$ cat config.mk
export PLATFORM = sky130hd
export DESIGN_NAME = lpmul_arb_flat
export DESIGN_NICKNAME = d
export VERILOG_FILES = /design/src/rtl/lpmul_arb_pkg.sv /design/src/rtl/lpmul_arb_if.sv /design/src/rtl/lpmul_arb_lpmul.sv /design/src/rtl/lpmul_arb.sv /design/src/flat_wrapper.sv
export SDC_FILE = /design/constraint.sdc
export NUM_CORES = 1
export LEC_CHECK = 0
export CAP_MARGIN = 40
export CORE_MARGIN = 4
export CORE_UTILIZATION = 45
export CTS_CLUSTER_SIZE = 20
export DETAILED_ROUTE_END_ITERATION = 10
export PLACE_DENSITY = 0.71
export SLEW_MARGIN = 10
export SYNTH_ARGS = -nofsm -noshare
export SYNTH_HDL_FRONTEND = slang
export SYNTH_HIERARCHICAL = 1
export SYNTH_SLANG_ARGS = --single-unit
export TNS_END_PERCENT = 5
$ cat constraint.sdc
create_clock -name clk -period 12.4 [get_ports clk]
set_input_delay 1.86 -clock clk [delete_from_list [all_inputs] [get_ports clk]]
set_output_delay 1.86 -clock clk [all_outputs]
set_load 0.005 [all_outputs]
$ cat src/rtl/lpmul_arb_pkg.sv
// Shared SPARROW types for the low-precision multiplier and its requester arbiter.
// Operand, product and response layouts used by the lanes and the shared lpmul.
package lpmul_arb_pkg;

    localparam int DATA_W     = 8;
    localparam int HI_W       = 2 * DATA_W;
    localparam int LPARB_NREQ = 4;
    localparam int LPARB_IDW  = 2;

    typedef logic [DATA_W-1:0] vector_component;
    typedef logic [HI_W-1:0]   high_prec_component;

    typedef struct packed {
        vector_component op_a;
        vector_component op_b;
        logic            sign;
        logic            sat;
    } lpmul_in_type;

    typedef struct packed {
        high_prec_component mul_res;
    } lpmul_out_type;

    typedef struct packed {
        logic [LPARB_IDW-1:0] id;
        high_prec_component   res;
    } lpmul_arb_resp_type;

endpackage

$ cat src/rtl/lpmul_arb_if.sv
// Request/response bundle between lane issue logic and the shared multiplier arbiter.
interface lpmul_arb_if
    import lpmul_arb_pkg::*;
#(
    parameter int NREQ = LPARB_NREQ,
    parameter int IDW  = LPARB_IDW
);

    logic [NREQ-1:0]    req_valid;
    logic [NREQ-1:0]    req_ready;
    lpmul_in_type       req_op [NREQ];
    logic               resp_valid;
    logic               resp_ready;
    logic [IDW-1:0]     resp_id;
    high_prec_component resp_res;

    modport master (
        output req_valid,
        output req_op,
        output resp_ready,
        input  req_ready,
        input  resp_valid,
        input  resp_id,
        input  resp_res
    );

    modport slave (
        input  req_valid,
        input  req_op,
        input  resp_ready,
        output req_ready,
        output resp_valid,
        output resp_id,
        output resp_res
    );

endinterface

$ cat src/rtl/lpmul_arb_lpmul.sv
// SPARROW lpmul: combinational 8x8 -> 16 multiply, signed or unsigned, optional saturation.
module lpmul
    import lpmul_arb_pkg::*;
(
    input  lpmul_in_type  mul_in,
    output lpmul_out_type mul_out
);

    localparam int EXT_W  = DATA_W + 1;
    localparam int PROD_W = 2 * EXT_W;

    localparam logic signed [PROD_W-1:0] S_MAX = PROD_W'(127);
    localparam logic signed [PROD_W-1:0] S_MIN = -PROD_W'(128);
    localparam logic signed [PROD_W-1:0] U_MAX = PROD_W'(255);

    logic signed [EXT_W-1:0]  a_x;
    logic signed [EXT_W-1:0]  b_x;
    logic signed [PROD_W-1:0] prod;

    // Clamp to the 8-bit range of the operand type, sign-extended into the 16-bit result.
    function automatic high_prec_component sat16(input logic signed [PROD_W-1:0] p,
                                                 input logic sgn);
        high_prec_component r;
        r = p[HI_W-1:0];
        if (sgn) begin
            if (p > S_MAX)
                r = 16'h007F;
            else if (p < S_MIN)
                r = 16'hFF80;
        end else if (p > U_MAX) begin
            r = 16'h00FF;
        end
        return r;
    endfunction

    // One extra bit lets a single signed multiplier cover both operand modes.
    always_comb begin
        a_x  = mul_in.sign ? $signed({mul_in.op_a[DATA_W-1], mul_in.op_a})
                           : $signed({1'b0, mul_in.op_a});
        b_x  = mul_in.sign ? $signed({mul_in.op_b[DATA_W-1], mul_in.op_b})
                           : $signed({1'b0, mul_in.op_b});
        prod = a_x * b_x;
        mul_out.mul_res = mul_in.sat ? sat16(prod, mul_in.sign) : prod[HI_W-1:0];
    end

endmodule

$ cat src/rtl/lpmul_arb.sv
// Round-robin sharing of one lpmul among NREQ lanes, with a 1-deep result register
// and a saturating stall counter for performance monitoring.
module lpmul_arb
    import lpmul_arb_pkg::*;
#(
    parameter int NREQ = LPARB_NREQ,
    parameter int IDW  = LPARB_IDW,
    parameter int CNTW = 16
) (
    input  logic            clk,
    input  logic            rst,
    lpmul_arb_if.slave      bus,
    input  logic            stat_clr,
    output logic [CNTW-1:0] stall_cnt
);

    localparam logic [CNTW-1:0] CNT_MAX = '1;

    logic               accept;
    logic [NREQ-1:0]    grant;
    logic [NREQ-1:0]    req_ready_c;
    logic [IDW-1:0]     gnt_idx;
    logic [IDW-1:0]     rr_ptr;
    logic [IDW-1:0]     rr_next;
    logic               hs;
    lpmul_in_type       sel_op;
    lpmul_in_type       mul_in;
    lpmul_out_type      mul_out;

    logic               vld_p1;
    logic [IDW-1:0]     id_p1;
    high_prec_component res_p1;

    // First valid slot at or after ptr, wrapping modulo NREQ.
    function automatic logic [NREQ-1:0] rr_grant(input logic [NREQ-1:0] req,
                                                 input logic [IDW-1:0]  ptr);
        logic [NREQ-1:0] g;
        g = '0;
        for (int k = 0; k < NREQ; k++) begin
            for (int i = 0; i < NREQ; i++) begin
                if (i == (int'(ptr) + k) % NREQ && req[i] && g == '0)
                    g[i] = 1'b1;
            end
        end
        return g;
    endfunction

    // Stage p0: grant, operand select and the shared multiply
    always_comb begin
        accept      = !vld_p1 || bus.resp_ready;
        grant       = rr_grant(bus.req_valid, rr_ptr);
        req_ready_c = accept ? grant : '0;
        hs          = |req_ready_c;
        gnt_idx     = '0;
        sel_op      = '0;
        for (int i = 0; i < NREQ; i++) begin
            if (grant[i]) begin
                gnt_idx = IDW'(i);
                sel_op  = bus.req_op[i];
            end
        end
        rr_next = (int'(gnt_idx) == NREQ - 1) ? '0 : gnt_idx + IDW'(1);
        mul_in  = hs ? sel_op : '0;
    end

    lpmul u_lpmul (
        .mul_in  (mul_in),
        .mul_out (mul_out)
    );

    assign bus.req_ready  = req_ready_c;
    assign bus.resp_valid = vld_p1;
    assign bus.resp_id    = id_p1;
    assign bus.resp_res   = res_p1;

    // Stage p1: result register; a drain and a refill may happen in the same cycle
    always_ff @(posedge clk or posedge rst) begin
        if (rst) begin
            vld_p1 <= 1'b0;
            id_p1  <= '0;
            res_p1 <= '0;
            rr_ptr <= '0;
        end else if (hs) begin
            vld_p1 <= 1'b1;
            id_p1  <= gnt_idx;
            res_p1 <= mul_out.mul_res;
            rr_ptr <= rr_next;
        end else if (bus.resp_ready) begin
            vld_p1 <= 1'b0;
        end
    end

    always_ff @(posedge clk or posedge rst) begin
        if (rst)
            stall_cnt <= '0;
        else if (stat_clr)
            stall_cnt <= '0;
        else if (|bus.req_valid && !accept && stall_cnt != CNT_MAX)
            stall_cnt <= stall_cnt + CNTW'(1);
    end

endmodule

$ cat src/flat_wrapper.sv
// flat-port wrapper written by rule: the top's interface ports become plain ports
module lpmul_arb_flat import lpmul_arb_pkg::*;
#(
    parameter int NREQ = LPARB_NREQ,
    parameter int IDW  = LPARB_IDW,
    parameter int CNTW = 16
)
  (clk, rst, stat_clr, stall_cnt, bus_req_valid, bus_req_op, bus_resp_ready, bus_req_ready, bus_resp_valid, bus_resp_id, bus_resp_res);
  lpmul_arb_if #(.NREQ(NREQ), .IDW(IDW)) bus_i ();
  input  logic clk;
  input  logic rst;
  input  logic stat_clr;
  output logic [CNTW-1:0] stall_cnt;
  input wire logic [$bits(bus_i.req_valid)-1:0] bus_req_valid;
  input wire logic [$bits(bus_i.req_op)-1:0] bus_req_op;
  input wire logic [$bits(bus_i.resp_ready)-1:0] bus_resp_ready;
  output wire logic [$bits(bus_i.req_ready)-1:0] bus_req_ready;
  output wire logic [$bits(bus_i.resp_valid)-1:0] bus_resp_valid;
  output wire logic [$bits(bus_i.resp_id)-1:0] bus_resp_id;
  output wire logic [$bits(bus_i.resp_res)-1:0] bus_resp_res;
  assign bus_i.req_valid = bus_req_valid;
  assign bus_i.req_op = {>>{bus_req_op}};
  assign bus_i.resp_ready = bus_resp_ready;
  assign bus_req_ready = bus_i.req_ready;
  assign bus_resp_valid = bus_i.resp_valid;
  assign bus_resp_id = bus_i.resp_id;
  assign bus_resp_res = bus_i.resp_res;
  lpmul_arb #(.NREQ(NREQ), .IDW(IDW), .CNTW(CNTW)) u_core (.clk(clk), .rst(rst), .bus(bus_i), .stat_clr(stat_clr), .stall_cnt(stall_cnt));
endmodule
* Word level (Yosys, flattened, before mapping)
Cells that the tools add are included.
** Word-level totals
- Register bits after elaboration :: 37
- Bits of input ports :: 80
- Output and inout port bits :: 39
- Logic and storage cells :: 130
** Cells by class
- Add/subtract/negate cells :: 5
- Multipliers :: 1
- $lt $le $gt $ge :: 3
- Equality and inequality tests :: 14
- Muxes and demuxes :: 37
- Bitwise logic cells :: 4
- Reductions and logical operators :: 61
** Operators by type and width (count)
- 32-bit logical NOT :: 4
- 16-bit two-way mux :: 7
- 18-bit two-way mux :: 5
- 4-bit logical NOT :: 12
- 1-bit logical AND :: 33
- 1-bit two-way mux :: 19
- 3-bit equality test, first input constant :: 6
- 18-bit by 8-bit > comparator with 1-bit output, second input constant :: 1
- 18-bit by 9-bit > comparator with 1-bit output, second input constant :: 1
- 18-bit by 8-bit less-than comparator with 1-bit output, second input constant :: 1
- 9-bit by 9-bit multiplier with 18-bit output :: 1
- 9-bit two-way mux :: 2
- 16-bit by 1-bit adder with 16-bit output, second input constant :: 1
- 16-bit != test, second input constant :: 1
- 2-bit by 3-bit equality test with 1-bit output, first input constant :: 3
- 4-bit OR reduction :: 2
- 2-bit two-way mux :: 3
- 2-bit OR reduction :: 3
- 2-bit by 1-bit adder with 2-bit output, second input constant :: 2
- 2-bit adder, second input constant :: 2
- 2-bit equality test, first input constant :: 2
- 4-bit two-way mux :: 1
- 2-bit nonzero test :: 2
- 1-bit bitwise AND, first input constant :: 3
- other kinds (7) :: 8

* Depth between registers and ports, before layout
Gate-level depths: netlist of run 1.
- Depth in word-level cells :: 58
- Mapped depth :: 31
- Depth with buffers taken out :: 25

* By module
Netlist of run 1, hierarchy kept.
** By module, submodules not included
- lpmul :: instances 1, cells each 409, area each 3684.8 sq um, sequential area each 0.0 sq um
- lpmul_arb :: instances 1, cells each 272, area each 2414.8 sq um, sequential area each 925.9 sq um

* Worst setup path before layout of run 1
Ideal clock, no wire load.
- Kind :: input to register
- Start point :: input bus_req_valid[2]
- End point :: register u_core.res_p1[0], in the netlist u_core/bus.resp_res[0]
- Library setup time :: 125 ps
- Arrival time :: 8710 ps
- Required time :: 12275 ps
- Slack :: 3566 ps
- Cell stages on the path :: 28
- Path buffers :: 4
- Path through :: buf_2 -> a21oi_1 -> o221ai_1 -> o221a_2 -> buf_2 -> buf_2 -> a221oi_1 -> a21o_1 -> clkbuf_1 -> nand2_1 -> or2_2 -> fa_1 -> fa_1 -> inv_1 -> fa_1 -> fa_1 -> inv_1 -> fa_1 -> inv_1 -> ha_1 -> o21ai_1 -> a21oi_2 -> or4_1 -> nand3_1 -> nand4_2 -> o311ai_4 -> a22oi_2 -> mux2_2
** RTL lines
- start: declaration :: RTL line flat_wrapper.sv:14 : input wire logic [$bits(bus_i.req_valid)-1:0] bus_req_valid;
- end signal: assignment :: RTL line lpmul_arb.sv:86 : res_p1 <= mul_out.mul_res;
- end: declaration :: RTL line lpmul_arb.sv:32 : high_prec_component res_p1;

==> qor.json, run 1 <==
{
  "outcome": {
    "run_status": "finished clean"
  },
  "sta": {
    "worst_hold_slack_ps": 492,
    "final_min_period_over_clock_period_pct": 80.9,
    "clk_skew_ps": 6.10,
    "timing.final.crit_period_ps": 10040,
    "relSlewSlack_pct": 47.0,
    "slew_viol_final": 0,
    "max_freq_mhz": 99.6,
    "rsz0062_at_grt": "false",
    "hold_viol": 0,
    "actual_transition_at_the_worst_max_transition_pin_ps": 794,
    "fin_setup_tns_ps": 0,
    "setup_violations": 0
  },
  "layout": {
    "synthToLayoutAreaGrowth_pct": 23.1,
    "layout-drive-gt1-share_pct": 9.16,
    "register_area_sq_um": 926,
    "layout_commonest_cell": "clkdlybuf4s50_1",
    "design.final.nets": 963,
    "non_filler_cell_area_final_sq_um": 7510,
    "final_cell_mix": "clkdlybuf4s50_1 (118), inv_1 (116), fa_1 (70)",
    "layout.filler_cells": 1166,
    "antenna_cells_inserted": 0,
    "multiInputGateArea_sq_um": 4540
  },
  "cts": {
    "post_cts.repair.setup_buffers": 0,
    "cts_num_sinks": 37,
    "worst_skew_pair_later_pin_latency_ps": 280,
    "clock_root_buffer_master": "clkbuf_16",
    "cts_tree": "done",
    "numCtsBuffers": 5,
    "ctsResizeCount": 0,
    "path_clk_slew_ps": 60,
    "clk_path_buf_depth": 2,
    "cts_hold_buffers": 0,
    "h_tree_depth_reported_by_cts": 2
  },
  "placement": {
    "numPortBuffers": 118,
    "placed_area_sq_um": 7340,
    "finalWeightedCongestion": 0.881,
    "place_hpwl_um": 13700
  },
  "logic_synthesis": {
    "synth_cell_types": 72,
    "synth_enable_flop_cells": 0,
    "syn-cell-area_sq_um": 6100,
    "synthCells": 681,
    "mappedNetlistNets": 870,
    "synth_flop_cell": "dfrtp_1",
    "synth-async-reset-ratio_pct": 100,
    "synth_seq_area_share_pct": 15.2,
    "postSynthAreaPerCell_sq_um": 8.96,
    "ys_ff_latch": 37,
    "synth_warnings": 6
  },
  "routing": {
    "wirelength_um": 16800,
    "routed_wire_length_per_instance_um": 17.7,
    "drt_iter0_drc": 262,
    "drt_first_pass_iters": 5,
    "drc_errors": 0,
    "viasPerCell": 5.54,
    "ant_nets": 0,
    "vias": 5272
  },
  "worst_setup_path": {
    "cpMaxStageDelayCell": "clkdlybuf4s50_1",
    "path_max_fanout": 22,
    "cpPeakStageDelay_ps": 640,
    "timing_worst_setup_path_type": "in -> reg",
    "r2r-start": "u_core/bus.resp_valid$_DFFE_PP0P_",
    "cp.arrival_ps": 10200,
    "worst_setup_end_kind": "flip-flop",
    "cp-startpoint": "bus_req_valid[2]",
    "critical_path_required_ps": 12570,
    "setup.worst_path.start_class": "input port",
    "path_delay_family": "adder cells",
    "path_buf_inv": 5,
    "cp_common_cell": "fa_1"
  },
  "die": {
    "fp-row-count": 42,
    "die_height_um": 124,
    "die_w_um": 124,
    "die_area_sq_um": 15500,
    "starting_density_of_the_core_pct": 46.1,
    "io-pin-count": 119,
    "coreArea_sq_um": 13200
  },
  "grt": {
    "vias_in_the_first_global_route": 5454,
    "largest_net_degree_at_the_start_of_global_routing": 38,
    "grt_first_pass_wirelength_um": 28400,
    "groute.usage.overall_pct": 21.8,
    "grt_antenna_before_repair": 0,
    "gr-total-overflow": 0
  },
  "worst_hold_path": {
    "holdCritPathClass": "reg -> reg",
    "worstHoldStart": "u_core/bus.resp_id[1]$_DFFE_PP0P_"
  },
  "power": {
    "static-leakage-power_uw": 0.00358,
    "powerDensity_nw_per_um2": 133,
    "vdd_drop_max_v": 0.000101
  },
  "job": {
    "maxCapViolCount": 0
  }
}
[cells by family (layout without fill, tap and decap cells)]
family	Yosys count	in the layout	synth area share, %
AO/OA/AOI/OAI	133	133	18.1
XOR/XNOR	26	26	3.98
adder cells (fa/ha/maj)	109	109	31.0
buffers and inverters	153	247	10.4
flip-flops	37	37	15.2
multiplexers	19	19	3.47
AND/OR/NAND/NOR	204	204	17.9
[flip-flops by register name, indices dropped and copies added (netlist names)]
signal and cells:
u_core/bus.resp_valid 1, u_core/rr_ptr 2, u_core/bus.resp_res 16, u_core/stall_cnt 16, u_core/bus.resp_id 2
[path summary, 6_finish.rpt]
kind	to	slack (ps)	cells past startpoint
worst max-delay path	u_core/bus.resp_res[12]$_DFFE_PP0P_	2360	26
worst min-delay path	u_core/bus.resp_id[1]$_DFFE_PP0P_	490	1
worst max register to register	u_core/bus.resp_res[12]$_DFFE_PP0P_	4120	25
worst min register to register	u_core/bus.resp_id[1]$_DFFE_PP0P_	490	1
max in group asynchronous	u_core/bus.resp_id[1]$_DFFE_PP0P_	10070	3
min in group asynchronous	u_core/bus.resp_res[14]$_DFFE_PP0P_	1980	3
[worst reg2reg max path, delay by kind of cell (launching register included)]
kind | cells | cell delay, ps
AO/OA/AOI/OAI | 7 | 1770
adder cells (fa/ha/maj) | 6 | 2970
buffers and inverters | 4 | 540
flip-flops | 1 | 390
multiplexers | 1 | 270
AND/OR/NAND/NOR | 7 | 2240
[power breakdown]
group          switching (uW)  leakage [uW]  internal (uW)
clock                    50.1     0.0000810           95.3
sequential               18.4      0.000482            148
combinational             376       0.00302            308
[stage by stage]
stage / worst slack, ps / cells / util [%] / power (uW)
2_1_floorplan: 3570 / 681 / - / 648
3_3_place_gp: 2390 / 943 / 55.4 / 830
3_5_place_dp: 2130 / 943 / 55.4 / 848
4_1_cts: 2420 / 951 / 56.7 / 999
5_1_grt: 1770 / 951 / 56.7 / 1090
6_report: 2360 / 951 / 56.7 / 996
[metal layers]
metal	global-route usage, %	up-vias	routed length (um)	share of wire (%)
li1	-	2457	-	-
met1	29.6	2597	7390	44
met2	36.6	199	8110	48
met3	4.12	19	1100	6.5
met4	4.06	0	222	1.3
met5	0	-	0	0
[cell usage after synthesis (2+ instances only)]
cell,number,area [sq um]
nor4b_2,2,30.0
and2_1,33,206
nand4_1,3,18.8
nor3b_1,3,22.5
clkbuf_1,23,86.3
fa_1,70,1400
o211ai_1,4,30.0
xor2_2,2,32.5
mux2i_1,2,20.0
a41oi_1,2,17.5
a211o_1,2,17.5
o22ai_1,2,12.5
nand3_1,12,60.1
a21o_1,21,158
o221ai_1,2,17.5
nor2_1,37,139
nand2_1,69,259
buf_6,5,56.3
a22o_1,5,43.8
a22oi_2,7,87.6
mux2_2,16,180
a21oi_2,4,35.0
or4_1,4,30.0
nor3_1,6,30.0
xnor2_1,20,175
nor2b_1,6,37.5
dfrtp_1,37,926
and3_1,8,50.1
ha_1,39,488
o2111ai_1,2,17.5
a211oi_2,6,75.1
o21ai_1,3,15.0
nand2b_1,5,31.3
inv_1,116,435
a21oi_1,14,70.1
buf_2,6,30.0
o2bb2ai_1,2,17.5
nor4_2,5,62.6
o21ai_0,22,110
a221oi_1,19,166
xor2_1,4,35.0
[area by class of cell]
type / count / area share, %
Tap cell: 176 / 2.93
Timing Repair Buffer: 123 / 16.2
Multi-Input combinational cell: 491 / 60.5
Inverter: 116 / 5.80
Clock inverter: 2 / 0.516
Sequential cell: 37 / 12.3
Clock buffer: 6 / 1.72
Note: power is estimated with default switching activity, not from simulation.
==> inputs of run 2 (changes only) <==
Clock period 12.4 ns to 9.4 ns, I/O delays scaled along.
==> run 2 against run 1 <==
Effect of this change: hold slack better by 15 ps; combinational power up 34%; sequential cell count unchanged; routed wire length up 0.85%; first-iteration DRC count up 21%; critical path type unchanged; critical endpoint is now u_core/bus.resp_res[1]$_DFFE_PP0P_; global-route usage up 0.26 points; via count up 1.1%; sequential power up 31%; die area unchanged; largest cell class unchanged; register-to-register slack worse by 2400 ps; cell count up 1.1%; critical path depth down 1.
==> qor.json, run 2 (synthesized netlist as in run 1, its figures left out) <==
{
  "outcome": {
    "run_status": "finished clean"
  },
  "worst_setup_path": {
    "path_buf_inv": 4,
    "path_max_fanout": 16,
    "worst_setup_end_kind": "flip-flop",
    "cp.arrival_ps": 9170,
    "cpMaxStageDelayCell": "clkdlybuf4s50_1",
    "cpPeakStageDelay_ps": 670,
    "setup.worst_path.start_class": "input port",
    "timing_worst_setup_path_type": "in -> reg",
    "cp_common_cell": "fa_1",
    "critical_path_required_ps": 9570,
    "path_delay_family": "adder cells"
  },
  "grt": {
    "gr-max-usage-layer": "met2",
    "gr-total-overflow": 0,
    "largest_net_degree_at_the_start_of_global_routing": 38,
    "groute.usage.overall_pct": 22.0,
    "grt_antenna_before_repair": 0,
    "use_met3_pct": 4.29,
    "global_route.usage.met2_pct": 36.7,
    "grt_first_pass_wirelength_um": 28700,
    "vias_in_the_first_global_route": 5530,
    "groute.layer.met1.usage_pct": 30.5
  },
  "die": {
    "io-pin-count": 119,
    "die_area_sq_um": 15500,
    "die_w_um": 124,
    "coreArea_sq_um": 13200,
    "fp-row-count": 42,
    "starting_density_of_the_core_pct": 46.1,
    "die_height_um": 124
  },
  "placement": {
    "numPortBuffers": 118,
    "finalWeightedCongestion": 0.997,
    "placement.setup.worst_slack_ps": 138,
    "place_hpwl_um": 14000
  },
  "routing": {
    "drt_first_pass_iters": 5,
    "drc_errors": 0,
    "wirelength_um": 17000,
    "drt_iter0_drc": 316,
    "vias": 5332,
    "viasPerCell": 5.55,
    "routed_wire_length_per_instance_um": 17.7,
    "ant_nets": 0
  },
  "sta": {
    "clk_skew_ps": 4.38,
    "slew_viol_final": 0,
    "worst_hold_slack_ps": 507,
    "max_freq_mhz": 111,
    "actual_transition_at_the_worst_max_transition_pin_ps": 734,
    "setup_violations": 0,
    "final_min_period_over_clock_period_pct": 95.8,
    "relSlewSlack_pct": 50.8,
    "hold_viol": 0,
    "rsz0062_at_grt": "false",
    "timing.final.crit_period_ps": 9010,
    "finalWorstSetupSlack_ps": 392,
    "fin_setup_tns_ps": 0
  },
  "worst_hold_path": {
    "holdCritPathClass": "reg -> reg"
  },
  "cts": {
    "cts_tree": "done",
    "clock_root_buffer_master": "clkbuf_16",
    "path_clk_slew_ps": 50,
    "clk_path_buf_depth": 2,
    "cts_num_sinks": 37,
    "cts_hold_buffers": 0,
    "worst_skew_pair_later_pin_latency_ps": 280,
    "h_tree_depth_reported_by_cts": 2,
    "numCtsBuffers": 5
  },
  "layout": {
    "utilization_after_layout_pct": 57.2,
    "synthToLayoutAreaGrowth_pct": 24.1,
    "final_cell_mix": "clkdlybuf4s50_1 (118), inv_1 (116), fa_1 (70)",
    "layout-drive-gt1-share_pct": 10.6,
    "layout.filler_cells": 1198,
    "antenna_cells_inserted": 0,
    "design.final.nets": 973,
    "layout_commonest_cell": "clkdlybuf4s50_1"
  },
  "power": {
    "powerDensity_nw_per_um2": 171,
    "total_power_draw_uw": 1300,
    "static-leakage-power_uw": 0.00363,
    "vdd_drop_max_v": 0.000153
  },
  "job": {
    "maxCapViolCount": 0
  }
}
run 2: cell count changes in the layout (fill, tap and decap cells not counted), sizes merged:
cell and delta:
buf +10, bufinv -1, clkinv +1
run 2: worst register-to-register path: cells and delay by family (launching register included):
family	cells	cell delay, ps
fa+ha+maj	6	3020
simple gates	5	1250
compound gates	8	1970
flops	1	460
buf+inv	5	570
mux	1	290
run 2: final timing paths:
kind / slack, ps / to / cells after the start / from
worst max-delay path: 390 / u_core/bus.resp_res[1]$_DFFE_PP0P_ / 25 / bus_req_valid[2]
max in group asynchronous: 7520 / u_core/rr_ptr[1]$_DFFE_PP0P_ / 3 / rst
worst min-delay path: 510 / u_core/bus.resp_res[13]$_DFFE_PP0P_ / 1 / u_core/bus.resp_res[13]$_DFFE_PP0P_
worst max register to register: 1710 / u_core/bus.resp_res[1]$_DFFE_PP0P_ / 25 / u_core/rr_ptr[1]$_DFFE_PP0P_
worst min register to register: 510 / u_core/bus.resp_res[13]$_DFFE_PP0P_ / 1 / u_core/bus.resp_res[13]$_DFFE_PP0P_
min in group asynchronous: 1540 / u_core/bus.resp_res[15]$_DFFE_PP0P_ / 3 / rst
run 2: layer usage:
metal | up-vias | share of wire, % | routed length [um]
li1 | 2479 | - | -
met1 | 2625 | 44 | 7530
met2 | 211 | 48 | 8100
met3 | 17 | 6.7 | 1140
met4 | 0 | 1.1 | 195
met5 | - | 0 | 0
run 2: layout make-up:
| cell class | instances | area [sq um] | area share [%] |
|---|---|---|---|
| clock buffers | 6 | 129 | 1.70 |
| clock inverters | 2 | 10.0 | 0.132 |
| inverters | 116 | 435 | 5.75 |
| multi-input cells | 491 | 4560 | 60.2 |
| flip-flops and latches | 37 | 926 | 12.2 |
| well taps | 176 | 220 | 2.91 |
| repair buffers | 133 | 1290 | 17.1 |
run 2: timing repair:
item	in CTS	in global routing
resized for setup	0	3
setup buffers	0	0
setup endpoints to repair	0	14
run 2: power by group:
part	internal [uW]	switching, uW	total, uW
clock	97.3	63.6	161
sequential	196	23.5	219
combinational	418	497	915
run 2: per-stage QoR:
step / area, sq um / cells
after floorplan: 6100 / 681
after global placement: 7420 / 953
after detailed placement: 7420 / 953
after CTS: 7560 / 961
after global routing: 7570 / 961
final: 7570 / 961
==> inputs of run 3 (changes only) <==
Settings changed: ABC_AREA set to 1, CORE_ASPECT_RATIO set to 1.5, PLACE_DENSITY 0.71 to 0.69.
Clock period 9.4 ns to 10.8 ns, I/O delays scaled along.
==> run 3 against run 2 <==
Effect of this change: non-clock buffer count fell by 2; sequential share of layout area fell by 1.3 points; routed wire length increased by 7.6%; highest routed layer unchanged; area after synthesis rose by 15%.
==> qor.json, run 3 <==
{
  "outcome": {
    "run_status": "finished clean"
  },
  "grt": {
    "largest_net_degree_at_the_start_of_global_routing": 40,
    "groute.usage.overall_pct": 21.3,
    "grt_antenna_before_repair": 0,
    "vias_in_the_first_global_route": 6560,
    "grt_first_pass_wirelength_um": 30800,
    "gr-total-overflow": 0
  },
  "layout": {
    "design.final.nets": 1395,
    "antenna_cells_inserted": 0,
    "layout_commonest_cell": "nand2_1",
    "final_cell_mix": "nand2_1 (372), inv_1 (250), clkdlybuf4s50_1 (118)",
    "synthToLayoutAreaGrowth_pct": 21.1,
    "layout-drive-gt1-share_pct": 6.88
  },
  "worst_setup_path": {
    "path_max_fanout": 21,
    "cpPeakStageDelay_ps": 550,
    "setup.worst_path.start_class": "input port",
    "path_buf_inv": 6,
    "path_delay_family": "simple AND/OR/NAND/NOR gates",
    "cp.arrival_ps": 10140,
    "cpMaxStageDelayCell": "fa_1",
    "cp_common_cell": "nand2_1",
    "worst_setup_end_kind": "flip-flop",
    "timing_worst_setup_path_type": "in -> reg",
    "critical_path_required_ps": 10960
  },
  "sta": {
    "max_freq_mhz": 100,
    "actual_transition_at_the_worst_max_transition_pin_ps": 728,
    "slew_viol_final": 0,
    "fin_setup_tns_ps": 0,
    "final_min_period_over_clock_period_pct": 92.4,
    "setup_violations": 0,
    "hold_viol": 0,
    "timing.final.crit_period_ps": 9980,
    "rsz0062_at_grt": "false",
    "relSlewSlack_pct": 51.4,
    "clk_skew_ps": 4.34
  },
  "routing": {
    "viasPerCell": 4.81,
    "wirelength_met1_um": 7500,
    "drt_first_pass_iters": 6,
    "vias": 6756,
    "met3RoutedLength_um": 893,
    "ant_nets": 0,
    "wl_met2_um": 9480,
    "maxUsedRoutingLayer": "met4",
    "wirelength_um": 18300,
    "routed_wire_length_per_instance_um": 13.0,
    "drt_iter0_drc": 400,
    "drc_errors": 0
  },
  "cts": {
    "h_tree_depth_reported_by_cts": 2,
    "cts_num_sinks": 37,
    "cts_tree": "done",
    "clock_root_buffer_master": "clkbuf_16",
    "post_cts.repair.setup_buffers": 0,
    "clk_path_buf_depth": 2,
    "numCtsBuffers": 5,
    "worst_skew_pair_later_pin_latency_ps": 270,
    "path_clk_slew_ps": 50
  },
  "logic_synthesis": {
    "synth_enable_flop_cells": 0,
    "yosysMostFrequentCell": "nand2_1",
    "mappedNetlistNets": 1302,
    "synth_seq_area_share_pct": 13.2,
    "synthCells": 1113,
    "ys_ff_latch": 37,
    "synth.largest_area_cell": "fa_1",
    "syn-cell-area_sq_um": 6990,
    "synth.top_cell.area_share_pct": 20.0,
    "yosys-top-cells-count": "nand2_1 (372), inv_1 (250), nor2_1 (79)",
    "post_synth_main_area_contributors": "fa_1 (20%), nand2_1 (20%), inv_1 (13%), dfrtp_1 (13%), ha_1 (7.0%)",
    "synth-async-reset-ratio_pct": 100,
    "synth_flop_cell": "dfrtp_1",
    "postSynthAreaPerCell_sq_um": 6.28,
    "synth_warnings": 6,
    "synth_cell_types": 38
  },
  "die": {
    "fp-row-count": 55,
    "coreArea_sq_um": 15100,
    "die_area_sq_um": 17600,
    "die_w_um": 110,
    "starting_density_of_the_core_pct": 46.2,
    "io-pin-count": 119,
    "die_height_um": 161
  },
  "placement": {
    "finalWeightedCongestion": 0.910,
    "numPortBuffers": 118,
    "place_hpwl_um": 15400
  },
  "job": {
    "maxCapViolCount": 0
  },
  "worst_hold_path": {
    "holdCritPathClass": "reg -> reg"
  }
}
-- run 3: cell types whose count changed after synthesis, moves of 19 or more --
cell	previous run	this run
a21o_1	21	0
a21oi_1	14	36
a221oi_1	19	0
and2_1	33	0
inv_1	116	250
nand2_1	69	372
nand3_1	12	61
nor2_1	37	79
-- run 3: cells by family (layout without fill, tap and decap cells) --
group                      count (synthesis)  count (layout)  synth area share, %
DFF                                       37              37                 13.2
xor gates and xnor gates                   7               7                0.984
buffers and inverters                    303             397                 17.0
adders and majority gates                109             109                 27.0
AOI/OAI and AO/OA                         80              80                 7.00
and+or+nand+nor                          577             577                 34.7
-- run 3: worst paths after layout --
check / from / endpoint / slack, ps / cells after the start
min: u_core/bus.resp_res[10]$_DFFE_PP0P_ / u_core/bus.resp_res[10]$_DFFE_PP0P_ / 470 / 2
max in group asynchronous: rst / u_core/stall_cnt[2]$_DFFE_PP0P_ / 8690 / 3
max: bus_req_valid[2] / u_core/bus.resp_res[3]$_DFFE_PP0P_ / 820 / 50
max reg2reg: u_core/rr_ptr[0]$_DFFE_PP0P_ / u_core/bus.resp_res[3]$_DFFE_PP0P_ / 2110 / 50
min reg2reg: u_core/bus.resp_res[10]$_DFFE_PP0P_ / u_core/bus.resp_res[10]$_DFFE_PP0P_ / 470 / 2
min in group asynchronous: rst / u_core/bus.resp_valid$_DFFE_PP0P_ / 1760 / 3
-- run 3: tightest hold or removal path, cell delays in order, from the launching register on --
cell,delay [ps]
dfrtp_1,340
nand2_1,60
nand2_1,50
-- run 3: routing by layer --
metal | vias to the layer above | global-route usage (%)
met5 | - | 0
met4 | 0 | 4.20
met3 | 28 | 2.57
met2 | 135 | 39.2
met1 | 3113 | 26.3
li1 | 3480 | -
-- run 3: final cells by class --
class / count / area [sq um]
multi-input cells: 773 / 4890
fillers: 1539 / 6670
inverters: 258 / 968
flip-flops and latches: 37 / 926
clock inverters: 2 / 10.0
clock buffers: 6 / 129
repair buffers: 131 / 1290
well taps: 199 / 249
-- run 3: repair_timing --
action | 4_1_cts | 5_1_grt
resized for setup | 0 | 5
setup endpoints to repair | 0 | 16
hold buffers | 0 | 0
-- run 3: through the flow --
step           area [sq um]  setup slack [ps]  cells  hold slack [ps]  util [%]
6_report               8470               821   1406              469      55.9
5_1_grt                8470              40.7   1406              484      55.9
4_1_cts                8450               624   1406              473      55.8
3_5_place_dp           8310               352   1398              458      54.9
3_3_place_gp           8310               535   1398              455      54.9
2_1_floorplan          6990              2040   1113              465         -
Power of run 3 is not shown: default switching activity piles up to over one toggle a cycle in this logic, so the estimate is an artifact.
